File: src/rtl/seg7_pkg.sv
// Seven-segment glyph constants and pin polarity.
// Segment order is [0:6] = a..g, active-low.
package seg7_pkg;

    localparam logic [0:6] GLYPH_0 = 7'b0000001;
    localparam logic [0:6] GLYPH_1 = 7'b1001111;
    localparam logic [0:6] GLYPH_2 = 7'b0010010;
    localparam logic [0:6] GLYPH_3 = 7'b0000110;
    localparam logic [0:6] GLYPH_4 = 7'b1001100;
    localparam logic [0:6] GLYPH_5 = 7'b0100100;
    localparam logic [0:6] GLYPH_6 = 7'b0100000;
    localparam logic [0:6] GLYPH_7 = 7'b0001111;
    localparam logic [0:6] GLYPH_8 = 7'b0000000;
    localparam logic [0:6] GLYPH_9 = 7'b0001100;
    localparam logic [0:6] GLYPH_A = 7'b0001000;
    localparam logic [0:6] GLYPH_B = 7'b1100000;
    localparam logic [0:6] GLYPH_C = 7'b0110001;
    localparam logic [0:6] GLYPH_D = 7'b1000010;
    localparam logic [0:6] GLYPH_E = 7'b0110000;
    localparam logic [0:6] GLYPH_F = 7'b0111000;

    localparam logic [0:6] SEG_OFF = 7'b111_1111;

    localparam logic AN_ON  = 1'b0;
    localparam logic AN_OFF = 1'b1;
    localparam logic DP_ON  = 1'b0;
    localparam logic DP_OFF = 1'b1;

endpackage

File: src/rtl/hex_scan_display_if.sv
// Datapath-side and pin-side signals of the hex scan display.
// master drives value/strobes, slave drives the display pins.
interface hex_scan_display_if #(
    parameter int NUM_DIGITS = 4
);
    logic [4*NUM_DIGITS-1:0] value;
    logic                    load;
    logic [NUM_DIGITS-1:0]   dp_in;
    logic [NUM_DIGITS-1:0]   blank_mask;
    logic                    lz_suppress;
    logic [0:6]              seg;
    logic                    dp;
    logic [NUM_DIGITS-1:0]   an;
    logic                    frame_done;

    modport master (
        output value, load, dp_in, blank_mask, lz_suppress,
        input  seg, dp, an, frame_done
    );

    modport slave (
        input  value, load, dp_in, blank_mask, lz_suppress,
        output seg, dp, an, frame_done
    );
endinterface

File: src/rtl/seg7_decode.sv
// Nibble to active-low hex glyph lookup.
module seg7_decode
    import seg7_pkg::*;
(
    input  logic [3:0] nib,
    output logic [0:6] seg
);
    always_comb begin
        seg = SEG_OFF;
        unique case (nib)
            4'h0: seg = GLYPH_0;
            4'h1: seg = GLYPH_1;
            4'h2: seg = GLYPH_2;
            4'h3: seg = GLYPH_3;
            4'h4: seg = GLYPH_4;
            4'h5: seg = GLYPH_5;
            4'h6: seg = GLYPH_6;
            4'h7: seg = GLYPH_7;
            4'h8: seg = GLYPH_8;
            4'h9: seg = GLYPH_9;
            4'hA: seg = GLYPH_A;
            4'hB: seg = GLYPH_B;
            4'hC: seg = GLYPH_C;
            4'hD: seg = GLYPH_D;
            4'hE: seg = GLYPH_E;
            4'hF: seg = GLYPH_F;
        endcase
    end
endmodule

File: src/rtl/hex_scan_display.sv
// Multiplexed seven-segment hex driver with frame-aligned updates,
// leading-zero suppression, blanking and decimal points.
module hex_scan_display
    import seg7_pkg::*;
#(
    parameter int NUM_DIGITS = 4,
    parameter int PRESCALE   = 50000
) (
    input logic clk,
    input logic reset,
    hex_scan_display_if.slave bus
);
    localparam int CW = $clog2(PRESCALE);
    localparam int IW = $clog2(NUM_DIGITS);
    localparam int VW = 4 * NUM_DIGITS;

    logic [CW-1:0] cnt;
    logic [IW-1:0] idx;
    logic          tick;
    logic          wrap;

    logic [VW-1:0]         pend_val, disp_val;
    logic [NUM_DIGITS-1:0] pend_dp, disp_dp;
    logic [NUM_DIGITS-1:0] pend_mask, disp_mask;
    logic                  pend_valid;

    logic [NUM_DIGITS-1:0] lead_zero;
    logic [3:0]            nib;
    logic [0:6]            glyph;
    logic                  dark;

    assign tick = (cnt == CW'(PRESCALE - 1));
    assign wrap = tick && (idx == IW'(NUM_DIGITS - 1));

    always_ff @(posedge clk) begin
        if (reset) begin
            cnt <= '0;
            idx <= '0;
        end else if (tick) begin
            cnt <= '0;
            idx <= wrap ? '0 : idx + IW'(1);
        end else begin
            cnt <= cnt + CW'(1);
        end
    end

    // Display only changes at a wrap; a coincident load bypasses pending.
    always_ff @(posedge clk) begin
        if (reset) begin
            pend_val   <= '0;
            pend_dp    <= '0;
            pend_mask  <= '0;
            pend_valid <= 1'b0;
            disp_val   <= '0;
            disp_dp    <= '0;
            disp_mask  <= '0;
        end else if (wrap) begin
            pend_valid <= 1'b0;
            if (bus.load) begin
                disp_val  <= bus.value;
                disp_dp   <= bus.dp_in;
                disp_mask <= bus.blank_mask;
            end else if (pend_valid) begin
                disp_val  <= pend_val;
                disp_dp   <= pend_dp;
                disp_mask <= pend_mask;
            end
        end else if (bus.load) begin
            pend_val   <= bus.value;
            pend_dp    <= bus.dp_in;
            pend_mask  <= bus.blank_mask;
            pend_valid <= 1'b1;
        end
    end

    always_comb begin
        logic z;
        z = 1'b1;
        lead_zero = '0;
        for (int k = NUM_DIGITS - 1; k >= 0; k--) begin
            z = z & (disp_val[4*k +: 4] == 4'h0);
            lead_zero[k] = z;
        end
    end

    assign nib  = disp_val[{idx, 2'b00} +: 4];
    assign dark = disp_mask[idx]
                | (bus.lz_suppress & (idx != '0) & lead_zero[idx]);

    seg7_decode u_dec (
        .nib (nib),
        .seg (glyph)
    );

    // Tick edge forces a dark guard cycle to avoid ghosting.
    always_ff @(posedge clk) begin
        if (reset) begin
            bus.an         <= {NUM_DIGITS{AN_OFF}};
            bus.seg        <= SEG_OFF;
            bus.dp         <= DP_OFF;
            bus.frame_done <= 1'b0;
        end else begin
            bus.frame_done <= wrap;
            if (tick || dark) begin
                bus.an  <= {NUM_DIGITS{AN_OFF}};
                bus.seg <= SEG_OFF;
                bus.dp  <= DP_OFF;
            end else begin
                bus.an  <= ~(NUM_DIGITS'(1) << idx);
                bus.seg <= glyph;
                bus.dp  <= disp_dp[idx] ? DP_ON : DP_OFF;
            end
        end
    end
endmodule

File: src/flat_wrapper.sv
// flat-port wrapper written by rule: the top's interface ports become plain ports
module hex_scan_display_flat import seg7_pkg::*;
#(
    parameter int NUM_DIGITS = 4,
    parameter int PRESCALE   = 50000
)
  (clk, reset, bus_value, bus_load, bus_dp_in, bus_blank_mask, bus_lz_suppress, bus_seg, bus_dp, bus_an, bus_frame_done);
  hex_scan_display_if #(.NUM_DIGITS(NUM_DIGITS)) bus_i ();
  input logic clk;
  input logic reset;
  input wire logic [$bits(bus_i.value)-1:0] bus_value;
  input wire logic [$bits(bus_i.load)-1:0] bus_load;
  input wire logic [$bits(bus_i.dp_in)-1:0] bus_dp_in;
  input wire logic [$bits(bus_i.blank_mask)-1:0] bus_blank_mask;
  input wire logic [$bits(bus_i.lz_suppress)-1:0] bus_lz_suppress;
  output wire logic [$bits(bus_i.seg)-1:0] bus_seg;
  output wire logic [$bits(bus_i.dp)-1:0] bus_dp;
  output wire logic [$bits(bus_i.an)-1:0] bus_an;
  output wire logic [$bits(bus_i.frame_done)-1:0] bus_frame_done;
  assign bus_i.value = bus_value;
  assign bus_i.load = bus_load;
  assign bus_i.dp_in = bus_dp_in;
  assign bus_i.blank_mask = bus_blank_mask;
  assign bus_i.lz_suppress = bus_lz_suppress;
  assign bus_seg = bus_i.seg;
  assign bus_dp = bus_i.dp;
  assign bus_an = bus_i.an;
  assign bus_frame_done = bus_i.frame_done;
  hex_scan_display #(.NUM_DIGITS(NUM_DIGITS), .PRESCALE(PRESCALE)) u_core (.clk(clk), .reset(reset), .bus(bus_i));
endmodule
File: config.mk
export PLATFORM = sky130hd
export DESIGN_NAME = hex_scan_display_flat
export DESIGN_NICKNAME = d
export VERILOG_FILES = /design/src/rtl/seg7_pkg.sv /design/src/rtl/hex_scan_display_if.sv /design/src/rtl/seg7_decode.sv /design/src/rtl/hex_scan_display.sv /design/src/flat_wrapper.sv
export SDC_FILE = /design/constraint.sdc
export NUM_CORES = 1
export LEC_CHECK = 0
export BUFFER_PORTS_ARGS = -buffer_cell sky130_fd_sc_hd__buf_2
export CORE_MARGIN = 5
export CORE_UTILIZATION = 45
export DETAILED_ROUTE_END_ITERATION = 16
export GPL_ROUTABILITY_DRIVEN = 0
export MAX_ROUTING_LAYER = met4
export PLACE_DENSITY = 0.72
export REMOVE_ABC_BUFFERS = 1
export SLEW_MARGIN = 40
export SYNTH_ARGS = -nofsm -noshare
export SYNTH_HDL_FRONTEND = slang
export SYNTH_HIERARCHICAL = 1
export SYNTH_SLANG_ARGS = --single-unit
export TNS_END_PERCENT = 100
File: constraint.sdc
create_clock -name clk -period 4.84 [get_ports clk]
set_input_delay 0.968 -clock clk [delete_from_list [all_inputs] [get_ports clk]]
set_output_delay 0.968 -clock clk [all_outputs]
set_load 0.01 [all_outputs]
# Yosys cells after proc, flatten, opt, wreduce, memory -nomap -nowiden

Memory sizes are Yosys's and may differ from the RTL's. A register that Yosys moved wholly into a read port is not among the register bits.
Index checks and enable logic that the tools add are counted.

Mux-type cells: 14
Add/sub/neg operators: 2
Bitwise gates (word level): 8
Reduce and logical (&&, ||, !) cells: 13
Multipliers: 0
Shifts and indexed selects: 2
Magnitude comparators: 1
Equality and inequality tests: 2
Div/mod/pow operators: 0

Operators by type and width:

| cell                                                                         | count |
|---|---|
| 16-bit two-way mux                                                           | 2 |
| 16-bit by 1-bit adder with 16-bit output, second input constant              | 1 |
| 16-bit equality test, second input constant                                  | 1 |
| 4-bit logical NOT                                                            | 4 |
| 4-bit two-way mux                                                            | 4 |
| 16-bit by 5-bit variable part select with 4-bit output                       | 1 |
| 1-bit binary-select mux with 2-bit select                                    | 3 |
| 2-bit OR reduction                                                           | 3 |
| 1-bit AND                                                                    | 5 |
| 1-bit two-way mux                                                            | 4 |
| 4-bit inverter                                                               | 1 |
| 2-bit AND reduction                                                          | 2 |
| 2-bit nonzero test                                                           | 2 |
| 1-bit by 2-bit << shifter with 4-bit output, first input constant            | 1 |
| 2-bit by 3-bit less-than comparator with 1-bit output, second input constant | 1 |
| 2-bit by 1-bit adder with 2-bit output, second input constant                | 1 |
| 2-bit equality test, second input constant                                   | 1 |
| 2-bit two-way mux                                                            | 1 |
| 1-bit logical AND                                                            | 1 |
| 1-bit logical OR                                                             | 1 |
| 1-bit inverter                                                               | 1 |
| 1-bit bitwise OR                                                             | 1 |

Flip-flop bits (word level): 73
Bits in writable memories: 0
Memories: 1
Memory bits (read-only): 112
Word-level logic and storage cells: 55
Latch bits: 0
Output and inout bits: 13

Memory list:

| memory           | depth | bits a word | read ports | clocked after memory_dff | write ports | RTL line          | source |
|---|---|---|---|---|---|---|---|
| (name not given) | 16    | 7           | 1          | 1                        | 0           | seg7_decode.sv:10 | `unique case (nib)` |

# Depth between registers and ports, before layout

Depth after elaboration: 10
Mapped depth: 8
Depth with buffers taken out: 7

# Modules after synthesis

Netlist, hierarchy kept.

Modules (own cells, without submodules):

| module           | sequential area each (um^2) | area each (um^2) | cells each | instances |
|---|---|---|---|---|
| hex_scan_display | 1601.5                      | 3748.6           | 364        | 1 |
| seg7_decode      | 0.0                         | 267.8            | 35         | 1 |

# Worst setup path before layout

Ideal clock, no wire load.

Kind: input to register
From: input bus_load
To: register u_core.disp_dp[3]
Setup slack: 2.391 ns
Stages: 6
Arrival: 2.353 ns
Data required time: 4.744 ns
Library setup time: 0.096 ns
Cells stage by stage: clkbuf_1 > o21ai_0 > clkbuf_1 > clkbuf_1 > o211ai_1 > o41ai_2

Cells in the longest elaborated chain, start to end: 2

RTL lines:

| item                          | RTL line               | source |
|---|---|---|
| start: declaration            | flat_wrapper.sv:12     | `input wire logic [$bits(bus_i.load)-1:0] bus_load;` |
| 2-bit nonzero test (no line)  | n/a                    |  |
| 2-bit AND reduction (no line) | n/a                    |  |
| end signal: assignment        | hex_scan_display.sv:61 | `disp_dp <= bus.dp_in;` |
| end signal: assignment        | hex_scan_display.sv:65 | `disp_dp <= pend_dp;` |
| end: declaration              | hex_scan_display.sv:23 | `logic [NUM_DIGITS-1:0] pend_dp, disp_dp;` |

Parallel ways exist; a longest one is shown, timed or not.
A chain may end at the register's enable or synchronous reset.

# Worst setup path in the final report

From: register u_core.idx[0]
To: register u_core.bus.seg[3]

RTL lines:

| item                                                   | RTL line                  | source |
|---|---|---|
| start: declaration                                     | hex_scan_display.sv:18    | `logic [IW-1:0] idx;` |
| start signal: assignment                               | hex_scan_display.sv:41    | `idx <= wrap ? '0 : idx + IW'(1);` |
| 16-bit by 5-bit variable part select with 4-bit output | hex_scan_display.sv:86    | `assign nib = disp_val[{idx, 2'b00} +: 4];` |
| via u_core.nib[1]                                      | hex_scan_display.sv:28    | `logic [3:0] nib;` |
| end: declaration                                       | hex_scan_display_if.sv:23 | `output seg, dp, an, frame_done` |

The timed path passes the listed nets, and every way through them passes these cells. The select of a mux whose other input is x is not followed.

==> results.sh <==
export IMPL_row_count=34
export IMPL_rsz0062_at_grt="no"
export IMPL_final_util_pct=51.42
export IMPL_postCtsHoldBufs=0
export IMPL_hold_ws_ns=0.4546
export IMPL_required_ns=5.06
export IMPL_dieWidth_um=104.5
export IMPL_relSlewSlack_pct=46.72
export IMPL_clock_power_share_pct=41.1
export IMPL_crit_path_top_delay_cell="dfxtp_1"
export IMPL_hold_class="register to register"
export IMPL_critical_path_class="register to register"
export IMPL_grt_pass1_vias=2778
export IMPL_overflow=0
export IMPL_p_int_mw=1.031
export IMPL_dr_pass1_iters=4
export IMPL_coreArea_um2=8721
export IMPL_rr_endpoint="u_core/bus.seg[3]$_SDFF_PP1_"
export IMPL_drt_iter0_drc=174
export IMPL_powerDensity_nw_per_um2=294.9
export IMPL_critPathMaxFanout=11
export IMPL_die_height_um=104.5
export IMPL_ir_worst_vdd_mv=0.1585
export IMPL_synthCells=399
export IMPL_synthArstFlopShare_pct=0
export IMPL_synth_edf_count=0
export IMPL_via_per_inst=5.624
export IMPL_final_hold_violation_count=0
export IMPL_ctsHtreeMaxLevel=3
export IMPL_post_place_ws_ns=2.240
export IMPL_clock_skew_ns=0.007883
export IMPL_ios=41
export IMPL_die_area_um2=10920
export IMPL_drive_above_1_share_pct=22.64
export IMPL_period_share_pct=50.35
export IMPL_cts_tree="built"
export IMPL_fin_tns_setup_ns=0
export IMPL_comb_power_share_pct=7.1
export IMPL_fmax_mhz=410.3
export IMPL_arrival_ns=2.65
export IMPL_hpwl_um=5327
export IMPL_fin_ws_ns=2.403
export IMPL_clock_sinks=80
export IMPL_start_util_pct=46.05
export IMPL_startpoint="u_core/idx[0]$_SDFFE_PP0P_"
export IMPL_worstPathCellList="mux4_2, inv_1, ha_1, nor3_1, a211oi_2, nand3b_1"
export IMPL_wire_per_inst_um=14.82
export IMPL_io_buffers=40
export IMPL_sw_frac_of_total_pct=22.08
export IMPL_leakage_nw=1.804
export IMPL_startpoint_type="register"
export IMPL_num_antenna_cells=0
export IMPL_r2r_slack_ns=2.40
export IMPL_cp_end_kind="register"
export IMPL_drc=0
export IMPL_syn_area_um2=4016
export IMPL_area_growth_synth_to_final_pct=11.65
export IMPL_reg2reg_depth=6
export IMPL_finalWirelength_um=7885
export IMPL_finalPower_mw=1.323
export IMPL_yosys_area_top_type="dfxtp_1"
export IMPL_insertion_delay_ns=0.35
export IMPL_ys_flop_type="dfxtp_1"
export IMPL_synth_area_top_cells="dfxtp_1 (40%), mux2i_1 (13%), o41ai_2 (9.3%), nand2_1 (5.0%), o211ai_1 (4.5%)"
export IMPL_cap_violations=0
export IMPL_endpoint="u_core/bus.seg[3]$_SDFF_PP1_"
export IMPL_synth_warnings=6
export IMPL_final_max_slew_violation_count=0
export IMPL_path_clk_slew_ns=0.08
export IMPL_post_cts_buffers=0
export IMPL_fin_nets=459
export IMPL_grt_pass1_wl_um=13300
export IMPL_finalSetupViolCount=0
export IMPL_vias=2992
export IMPL_synth_top_area_share_pct=39.88
export IMPL_crit_reg2reg_launch="u_core/idx[0]$_SDFFE_PP0P_"
export IMPL_antenna_found_initial=0
export IMPL_period_needed_ns=2.437
export IMPL_antenna_left=0
export IMPL_cts_resized=0
export IMPL_ys_seq_elements=80
export IMPL_cts_buffer_depth=2
export IMPL_switchingPower_mw=0.2920
export IMPL_fillers=761
export IMPL_syn_avg_cell_area_um2=10.07
export IMPL_slowest_delay_ns=0.68
export IMPL_track_usage_pct=15.02
export IMPL_worstMarginPinSlew_ns=0.7962
export IMPL_status="finished, final reports clean"
export IMPL_cts_root_buf="clkbuf_8"
export IMPL_power_frac_seq_pct=51.8
export IMPL_seq_area_frac_synth_pct=39.88
export IMPL_cts_buffers=9
export IMPL_ys_types=41
export IMPL_grt_max_degree=75
-- state kept, by name (all words and copies together) (netlist names) --
signal                 cells
u_core/idx                 2
u_core/pend_valid          1
u_core/bus.frame_done      1
u_core/disp_val           16
u_core/disp_dp             4
u_core/disp_mask           4
u_core/pend_val           16
u_core/bus.an              4
u_core/pend_mask           4
u_core/bus.dp              1
u_core/cnt                16
u_core/pend_dp             4
u_core/bus.seg             7
-- cell families after synthesis --
family                     count (synthesis)  share of synthesized area [%]
muxes                                     59                          16.57
xor gates and xnor gates                  11                          2.399
DFF                                       80                          39.88
and+or+nand+nor                          121                          14.61
AOI/OAI and AO/OA                         73                          18.04
buffers and inverters                     44                          5.078
adders and majority gates                 11                          3.427
-- stage by stage --
stage / instances / instance area (um2)
2_1_floorplan: 363 / 3842
3_3_place_gp: 515 / 4232
3_5_place_dp: 517 / 4264
4_1_cts: 532 / 4484
5_1_grt: 532 / 4484
6_report: 532 / 4484
-- routing by layer --
metal  GRT usage (%)  share of wire (%)  up-vias
li1                -                  -     1515
met1           19.07                 47     1418
met2           23.17                 48       51
met3           4.221                4.0        8
met4           4.810                1.1        0
met5               -                  0        -
-- layout by cell type (no fill, tap or decap), types with 2 or more instances in the layout --
| cell type | instances |
|---|---|
| inv_2 | 2 |
| buf_2 | 40 |
| nor2b_1 | 2 |
| a211oi_1 | 2 |
| clkbuf_8 | 11 |
| or4_4 | 2 |
| mux2i_1 | 53 |
| mux4_2 | 6 |
| xor2_1 | 4 |
| nor2_1 | 19 |
| ha_1 | 11 |
| o41ai_2 | 23 |
| xnor2_1 | 7 |
| and3_1 | 2 |
| nor4_1 | 7 |
| bufinv_16 | 2 |
| buf_8 | 2 |
| o211ai_1 | 24 |
| nand3_1 | 9 |
| nand3b_1 | 8 |
| o21ai_0 | 5 |
| a21oi_1 | 8 |
| o41ai_1 | 2 |
| or3_1 | 4 |
| nand2_1 | 53 |
| buf_4 | 4 |
| nor3_1 | 5 |
| dfxtp_1 | 80 |
| inv_1 | 6 |
| nand4_1 | 5 |
-- power groups by stage --
| stage | logic, mW | clock network [mW] | registers (mW) |
|---|---|---|---|
| floorplan | 0.0524 | 0 | 0.700 |
| global placement | 0.0915 | 0 | 0.700 |
| detailed placement | 0.0958 | 0 | 0.701 |
| global route | 0.104 | 0.587 | 0.687 |
| CTS | 0.0958 | 0.560 | 0.685 |
| finish | 0.0939 | 0.543 | 0.685 |
-- critical path: cells and delay by family (launching register included) --
kind	cells	cell delay, ns
buffers and inverters	1	0.19
multiplexers	1	0.64
adder cells (fa/ha/maj)	1	0.32
AO/OA/AOI/OAI	1	0.07
AND/OR/NAND/NOR	2	0.40
flip-flops	1	0.68
-- how the worst min path moves through the flow --
| stage | slack (ns) | startpoint | cells after the start | to |
|---|---|---|---|---|
| detailed placement | 0.45 | u_core/pend_dp[0]$_SDFFE_PP0P_ | 2 | u_core/pend_dp[0]$_SDFFE_PP0P_ |
| global route | 0.48 | u_core/pend_val[12]$_SDFFE_PP0P_ | 2 | u_core/pend_val[12]$_SDFFE_PP0P_ |
| floorplan | 0.43 | u_core/pend_dp[0]$_SDFFE_PP0P_ | 2 | u_core/pend_dp[0]$_SDFFE_PP0P_ |
| global placement | 0.44 | u_core/pend_val[8]$_SDFFE_PP0P_ | 2 | u_core/pend_val[8]$_SDFFE_PP0P_ |
| finish | 0.45 | u_core/pend_dp[3]$_SDFFE_PP0P_ | 2 | u_core/pend_dp[3]$_SDFFE_PP0P_ |
| CTS | 0.46 | u_core/pend_dp[3]$_SDFFE_PP0P_ | 2 | u_core/pend_dp[3]$_SDFFE_PP0P_ |
-- Yosys cell counts, types with 2 or more instances --
cell / n
nand3_1: 9
or4_1: 2
o21ai_0: 6
clkbuf_1: 25
nor3_1: 5
o41ai_2: 23
nor2_1: 19
mux2i_1: 53
or3_1: 4
nand3b_1: 8
nand2_1: 53
nor4_1: 7
nand4_1: 5
a21oi_1: 8
o41ai_1: 2
buf_2: 7
buf_6: 4
and3_1: 2
inv_1: 7
o211ai_1: 24
ha_1: 11
nor2b_1: 2
mux4_2: 6
xor2_1: 4
xnor2_1: 7
dfxtp_1: 80
a211oi_1: 2
-- area by class of cell --
cell class,count,area (um2),area share [%]
clock buffer,12,155.1,3.460
clock inverter,3,65.06,1.451
inverter,8,30.03,0.6696
multi-input combinational,275,2237,49.89
sequential,80,1602,35.71
tap,108,135.1,3.013
timing repair buffer,46,260.3,5.804
Note: power is estimated with default switching activity, not from simulation.
